File: src/rtl/williams2_rom_loader.sv
// ---------------------------------------------------------------------------
// williams2_rom_loader
//
// Bridge from the hps_io ioctl download stream to the williams2 dn_* ROM
// write port. Only downloads with ioctl_index == ROM_INDEX are forwarded;
// addresses at or beyond ROM_SIZE are dropped and flagged. Each accepted byte
// is presented on dn_* exactly one clk_sys cycle after its ioctl_wr strobe.
// The game core is held in reset during the download and for HOLD_CYCLES
// cycles afterwards. Short or overflowing images raise rom_err.
//
// Optional feature macro: WILLIAMS2_ROM_CHECKSUM_EN
//   defined     -> checksum is a running 16-bit additive sum of accepted bytes
//   not defined -> checksum is tied to 16'h0000
//
// Ports
//   clk_sys         in   1       system clock (shared with hps_io)
//   reset_n         in   1       asynchronous active-low reset
//   ioctl_download  in   1       download in progress
//   ioctl_wr        in   1       one-cycle byte write strobe
//   ioctl_addr      in   25      byte address
//   ioctl_dout      in   8       byte data
//   ioctl_index     in   16      image index
//   dn_addr         out  ADDR_W  ROM write address
//   dn_data         out  8       ROM write data
//   dn_wr           out  1       one-cycle ROM write strobe
//   core_reset      out  1       active-high reset to the game core
//   rom_ready       out  1       complete download finished, core released
//   rom_err         out  1       size mismatch / out-of-range write seen
//   byte_count      out  19      bytes accepted in current/last download
//   checksum        out  16      additive checksum of accepted bytes
// ---------------------------------------------------------------------------
module williams2_rom_loader #(
    parameter logic [15:0] ROM_INDEX   = 16'd0,
    parameter logic [18:0] ROM_SIZE    = 19'h40000,
    parameter int          ADDR_W      = 18,
    parameter int          HOLD_CYCLES = 16
) (
    input  logic              clk_sys,
    input  logic              reset_n,
    input  logic              ioctl_download,
    input  logic              ioctl_wr,
    input  logic [24:0]       ioctl_addr,
    input  logic [7:0]        ioctl_dout,
    input  logic [15:0]       ioctl_index,
    output logic [ADDR_W-1:0] dn_addr,
    output logic [7:0]        dn_data,
    output logic              dn_wr,
    output logic              core_reset,
    output logic              rom_ready,
    output logic              rom_err,
    output logic [18:0]       byte_count,
    output logic [15:0]       checksum
);

    typedef enum logic [1:0] {
        IDLE = 2'd0,
        LOAD = 2'd1,
        HOLD = 2'd2,
        DONE = 2'd3
    } state_t;

    localparam logic [15:0] HOLD_LOAD = 16'(HOLD_CYCLES - 1);

    state_t            state_q;
    logic [15:0]       hold_q;
    logic              match_q;
    logic              core_reset_q;
    logic              rom_ready_q;
    logic              rom_err_q;
    logic              rom_err_d;
    logic [18:0]       byte_count_q;
    logic [18:0]       byte_count_d;
    logic [ADDR_W-1:0] dn_addr_q;
    logic [7:0]        dn_data_q;
    logic              dn_wr_q;

    logic match;
    logic in_range;
    logic accept;
    logic out_of_range;
    logic load_entry;
    logic hold_done;

    // Range check uses the full 25-bit address so aliased high addresses
    // are never mistaken for legal ones.
    always_comb begin
        match        = ioctl_download && (ioctl_index == ROM_INDEX);
        in_range     = ioctl_addr < {6'd0, ROM_SIZE};
        accept       = match && ioctl_wr && in_range;
        out_of_range = match && ioctl_wr && !in_range;
        load_entry   = match && (state_q != LOAD);
        hold_done    = (state_q == HOLD) && !match && (hold_q == 16'd0);
    end

    // On LOAD entry the count restarts, including a byte accepted in that
    // same cycle. The count saturates instead of wrapping.
    always_comb begin
        byte_count_d = byte_count_q;
        if (load_entry) begin
            byte_count_d = accept ? 19'd1 : 19'd0;
        end else if (accept && (byte_count_q != 19'h7FFFF)) begin
            byte_count_d = byte_count_q + 19'd1;
        end
    end

    // Error flag is sticky between LOAD entries; the size check happens
    // on the HOLD -> DONE transition.
    always_comb begin
        rom_err_d = load_entry ? 1'b0 : rom_err_q;
        if (out_of_range) begin
            rom_err_d = 1'b1;
        end
        if (hold_done && (byte_count_q != ROM_SIZE)) begin
            rom_err_d = 1'b1;
        end
    end

    // Control FSM with registered core_reset / rom_ready.
    always_ff @(posedge clk_sys or negedge reset_n) begin
        if (!reset_n) begin
            state_q      <= IDLE;
            hold_q       <= 16'd0;
            match_q      <= 1'b0;
            core_reset_q <= 1'b1;
            rom_ready_q  <= 1'b0;
            rom_err_q    <= 1'b0;
            byte_count_q <= 19'd0;
        end else begin
            match_q      <= match;
            rom_err_q    <= rom_err_d;
            byte_count_q <= byte_count_d;
            case (state_q)
                IDLE, DONE: begin
                    if (match) begin
                        state_q      <= LOAD;
                        core_reset_q <= 1'b1;
                        rom_ready_q  <= 1'b0;
                    end
                end
                LOAD: begin
                    if (!match && match_q) begin
                        state_q <= HOLD;
                        hold_q  <= HOLD_LOAD;
                    end
                end
                HOLD: begin
                    if (match) begin
                        state_q <= LOAD;
                    end else if (hold_q == 16'd0) begin
                        state_q      <= DONE;
                        core_reset_q <= 1'b0;
                        rom_ready_q  <= 1'b1;
                    end else begin
                        hold_q <= hold_q - 16'd1;
                    end
                end
                default: begin
                    state_q <= IDLE;
                end
            endcase
        end
    end

    // One-stage write register; address/data hold between writes.
    always_ff @(posedge clk_sys or negedge reset_n) begin
        if (!reset_n) begin
            dn_addr_q <= '0;
            dn_data_q <= 8'd0;
            dn_wr_q   <= 1'b0;
        end else begin
            dn_wr_q <= accept;
            if (accept) begin
                dn_addr_q <= ioctl_addr[ADDR_W-1:0];
                dn_data_q <= ioctl_dout;
            end
        end
    end

`ifdef WILLIAMS2_ROM_CHECKSUM_EN
    logic [15:0] checksum_q;
    logic [15:0] checksum_d;

    always_comb begin
        checksum_d = checksum_q;
        if (load_entry) begin
            checksum_d = accept ? {8'h00, ioctl_dout} : 16'h0000;
        end else if (accept) begin
            checksum_d = checksum_q + {8'h00, ioctl_dout};
        end
    end

    always_ff @(posedge clk_sys or negedge reset_n) begin
        if (!reset_n) begin
            checksum_q <= 16'h0000;
        end else begin
            checksum_q <= checksum_d;
        end
    end

    assign checksum = checksum_q;
`else
    assign checksum = 16'h0000;
`endif

    assign dn_addr    = dn_addr_q;
    assign dn_data    = dn_data_q;
    assign dn_wr      = dn_wr_q;
    assign core_reset = core_reset_q;
    assign rom_ready  = rom_ready_q;
    assign rom_err    = rom_err_q;
    assign byte_count = byte_count_q;

endmodule

File: config.mk
export PLATFORM = sky130hd
export DESIGN_NAME = williams2_rom_loader
export DESIGN_NICKNAME = d
export VERILOG_FILES = /design/src/rtl/williams2_rom_loader.sv
export SDC_FILE = /design/constraint.sdc
export NUM_CORES = 1
export LEC_CHECK = 0
export CAP_MARGIN = 20
export CORE_MARGIN = 2
export CORE_UTILIZATION = 30
export DETAILED_ROUTE_END_ITERATION = 6
export PLACE_DENSITY = 0.6
export SLEW_MARGIN = 20
export SYNTH_ARGS = -nofsm -noshare
export SYNTH_HDL_FRONTEND = slang
export SYNTH_SLANG_ARGS = --single-unit
File: constraint.sdc
create_clock -name clk_sys -period 3.6 [get_ports clk_sys]
set_input_delay 1.08 -clock clk_sys [delete_from_list [all_inputs] [get_ports clk_sys]]
set_output_delay 1.08 -clock clk_sys [all_outputs]
set_load 0.005 [all_outputs]
# == Yosys cells after proc, flatten, opt, wreduce, memory -nomap -nowiden ==
# Cells that the tools add are included.
# op_classes
n_addsub,2
order_cmp,1
n_eq_ne,12
muxes,23
n_reduce_logical,23
# ops
op,count
$mux 16,3
$mux 19,2
$ne 19x19->1 const B,2
$logic_not 16->1,2
$pmux 16 s2,1
$lt 25x19->1 const B,1
$add 19x1->19 const B,1
$sub 16x1->16 const B,1
$logic_and 1x1->1,10
$mux 1,10
$mux 2,4
$ne 2x2->1 const B,4
$reduce_and 4->1,2
$pmux 2 s3,1
$reduce_bool 2->1,3
$eq 2x2->1 const B,2
$ne 2x1->1 const B,2
$pmux 1 s2,2
$ne 3x2->1 const B,1
$reduce_and 3->1,1
$reduce_bool 3->1,1
$eq 2x1->1 const B,1
$logic_not 1->1,2
$logic_not 2->1,1
$reduce_or 2->1,1
# word_totals
reg_bits,68
elab_cells,71

# == Depth between registers and ports, before layout ==
# logic_depth
depth_word,7
depth_mapped,9
mapped_depth_nobuf,7

# == Least setup slack after synthesis ==
# Ideal clock, no wire load.
# synth_path
path_type,input to register
start,input ioctl_index[4]
end,register hold_q[1]
arrival_time_ps,2606
path_slack_ps,867
stages,6
path_cell_list,nor4b_1 > nand3_2 > or2_2 > buf_6 > nand3_1 > mux2_1
# synth_between
elab_chain_len,6
# synth_lines
element,line_no,text
start: declaration,44,"input logic [15:0] ioctl_index,"
$logic_not 16->1 *,87,match = ioctl_download && (ioctl_index == ROM_INDEX);
$logic_and 1x1->1 *,87,
$logic_not 1->1,141,if (!match && match_q) begin
$logic_and 1x1->1,141,
$ne 2x2->1 (no source line),n/a,
$reduce_and 4->1 (no source line) *,n/a,
end signal: assignment,154,hold_q <= hold_q - 16'd1;
end: declaration,65,logic [15:0] hold_q;
# Mark *: on every way between the ends. The rest lies on a longest branch, timed or not.
# A chain may end at the register's enable or synchronous reset.

# == Worst setup path in the final report ==
# layout_path
start,input ioctl_download
end,register hold_q[1]
# layout_between
elab_chain_len,5
# layout_lines
element,line_no,text
start: declaration,40,"input logic ioctl_download,"
$logic_and 1x1->1 *,87,
$logic_not 1->1,141,
$logic_and 1x1->1,141,
$ne 2x2->1 (no source line),n/a,
$reduce_and 4->1 (no source line) *,n/a,
# Marks and branches as above.

==> flow_metrics.py <==
metrics = {
    "floorplanning": {
        "initial_core_util_pct": 30.4,
        "die_w_um": 116,
        "die_y_um": 116,
        "io_pins": 118,
        "core_mm2": 0.0125,
        "fp-row-count": 41,
        "fp.dieArea_mm2": 0.0136,
    },
    "worst_setup_path": {
        "r2r_cells": 6,
        "max_stage_delay_ps": 470,
        "rr_endpoint": "byte_count[1]",
        "cp_top_family": "simple AND/OR/NAND/NOR gates",
        "crit_buf_inv": 2,
        "crit_chain": "clkdlybuf4s50_1 -> nor4b_1 -> buf_4 -> nand3_2 -> or2_2 -> nand3_1 -> mux2_1",
        "crit_slowest_cell": "clkdlybuf4s50_1",
        "r2r_start": "byte_count[0]",
        "required_ps": 3810,
        "endpoint_kind": "flop",
        "crit_type": "in -> reg",
        "cp.arrival_ps": 3150,
        "critPathMaxFanout": 9,
        "regToRegSetupSlack_ps": 1030,
        "start_kind": "input port",
    },
    "sta": {
        "post-route-period-util_pct": 81.5,
        "fin_tns_setup_ps": 0,
        "rsz0062_at_grt": "false",
        "finalHoldViolCount": 0,
        "setup_viol": 0,
        "timing.clock.skew_ps": 3.37,
        "worst_pin_slew_ps": 886,
        "hold_slack_ps": 506,
        "max_freq_mhz": 341,
        "period_needed_ps": 2930,
        "relSlewSlack_pct": 40.9,
        "slew_viol_final": 0,
    },
    "layout": {
        "diodes": 0,
        "final_area_mm2": 0.00526,
        "layout.cells.most_common": "clkdlybuf4s50_1",
        "layout.nets": 539,
        "post-route-util_pct": 42.2,
        "final_cell_count_no_fill": 657,
        "nFillCells": 1220,
        "area_delta_synth_final_pct": 38.8,
        "final_cell_mix": "clkdlybuf4s50_1 (100), dfrtp_1 (67), mux2_2 (26)",
        "drive_gt1_share_pct": 16.5,
    },
    "global_route": {
        "gr-usage-met2_pct": 23.1,
        "grt_use_total_pct": 15.2,
        "met3_usage_pct": 5.19,
        "busiest_layer": "met2",
        "grt_start_max_net_pins": 69,
        "grt_pass1_vias": 3216,
        "grt_pass1_wl_um": 16200,
        "grt_overflow": 0,
        "use_met1_pct": 20.2,
        "antenna_found_initial": 0,
    },
    "worst_hold_path": {
        "hold_start": "dn_addr[13]",
        "holdPathEnd": "dn_addr[13]",
        "hold_path_class": "reg -> reg",
        "worstHoldPathCells": 1,
    },
    "detailed_routing": {
        "post-route-drc-count": 0,
        "drt-total-wl_um": 9710,
        "ant_nets": 0,
        "dr.first_iter.drc_count": 161,
        "first_pass_iters": 5,
        "num_vias": 3349,
        "avgRoutedWirePerCell_um": 14.8,
        "via_per_inst": 5.10,
    },
    "placed_design": {
        "place_area_mm2": 0.00496,
        "dp_hpwl_um": 7120,
        "dp.cells": 641,
        "io_buffers": 101,
        "place_congestion": 0.813,
    },
    "clock_network": {
        "root_buffer": "clkbuf_16",
        "cts_tree": "done",
        "postCtsSetupBuffers": 0,
        "clkTransAtPathRegs_ps": 60,
        "cts_resized": 0,
        "numCtsBuffers": 9,
        "cts_hold_buf": 0,
        "clock_latency_ps": 330,
        "clkSinkCount": 68,
        "ctsLongestPathBuffers": 2,
        "cts_max_level": 3,
    },
    "pwr": {
        "ir_drop_mv": 0.244,
        "pwr_density_cell_mw_per_mm2": 422,
        "p_leak_nw": 2.26,
    },
    "logic_synthesis": {
        "synth_area_per_cell_um2": 10.2,
        "yosysSeqAreaShare_pct": 44.9,
        "ys_ff_latch": 68,
        "ys_warn_count": 0,
        "async_flop_share_pct": 100,
        "syn_inst": 370,
        "synth_edf_count": 0,
        "synthFlopType": "dfrtp_1",
        "ys_types": 65,
        "synthesis.area_mm2": 0.00379,
    },
    "flow_run": {
        "cap_violations": 0,
    },
    "run_status": {
        "outcome": "finished, final reports clean",
    },
}
layer usage:
metal  wire length [µm]  part of all wire [%]  vias to the layer above
met3                752                   7.7                       14
li1                   -                     -                     1581
met2               4460                    46                      113
met5                  0                     0                        -
met1               4330                    45                     1641
met4                173                   1.8                        0
layout make-up:
type | count | area (µm²) | area share (%)
Inverter | 12 | 45.0 | 0.856
Timing Repair Buffer | 113 | 1100 | 20.8
Tap cell | 172 | 215 | 4.09
Clock inverter | 6 | 63.8 | 1.21
Clock buffer | 10 | 239 | 4.54
Sequential cell | 68 | 1700 | 32.4
Multi-Input combinational cell | 276 | 1900 | 36.1
worst max-delay path by stage:
stage,startpoint,to,cells past startpoint
floorplan,ioctl_index[4],hold_q[1],6
global placement,ioctl_index[0],hold_q[1],6
detailed placement,ioctl_download,hold_q[1],7
CTS,ioctl_download,hold_q[1],7
global route,ioctl_wr,byte_count[14],6
finish,ioctl_download,hold_q[1],7
flip-flops by register name, summed over array words and instances, names as in the netlist:
name	count
rom_err	1
dn_addr	18
hold_q	16
dn_wr	1
core_reset	1
match_q	1
state_q	2
rom_ready	1
byte_count	19
dn_data	8
cells by family (layout without fill, tap and decap cells):
group	after synthesis	in the layout	share of synthesized area, %
AND/OR/NAND/NOR	127	127	21.2
AO/OA/AOI/OAI	99	99	17.1
flip-flops	68	68	44.9
buffers and inverters	41	141	6.40
multiplexers	28	28	8.28
adder cells (fa/ha/maj)	6	6	1.98
other	1	16	0.0989
worst register-to-register path, stage by stage, from the launching register on:
cell,delay (ps)
dfrtp_1,460
ha_1,270
nand3_1,270
nor4_4,440
a311o_1,730
inv_1,90
a22o_1,200
report_power, final:
group | switching [W] | internal (W) | total, W | leakage [nW]
Combinational | 0.000244 | 0.000197 | 0.000441 | 1.20
Sequential | 0.0000756 | 0.000818 | 0.000894 | 0.914
Clock | 0.000334 | 0.000553 | 0.000887 | 0.144
cell usage after synthesis, types with 3 or more instances:
library cell	number	area, µm²
dfrtp_1	67	1680
mux2_2	26	293
nand2_1	24	90.1
o21ai_0	21	105
nand3_1	20	100
a21oi_1	19	95.1
buf_4	18	135
a21o_1	16	120
a31oi_1	11	68.8
inv_1	11	41.3
nor2_1	9	33.8
nor4_1	8	50.1
or2_2	8	50.1
or3_1	8	50.1
ha_1	6	75.1
nor3_1	6	30.0
o31ai_1	5	37.5
or4_1	5	37.5
clkbuf_1	4	15.0
nand4_1	4	25.0
nor4b_1	4	35.0
and3_1	3	18.8
buf_2	3	15.0
nor4_2	3	37.5
o21ai_1	3	15.0
o41ai_1	3	26.3
stage by stage:
stage / setup slack, ps / total power [W]
after detailed placement: 293 / 0.00135
final: 665 / 0.00222
after floorplan: 867 / 0.00120
after global routing: 531 / 0.00235
after global placement: 306 / 0.00134
after CTS: 641 / 0.00225
(Power assumes the default switching activity.)
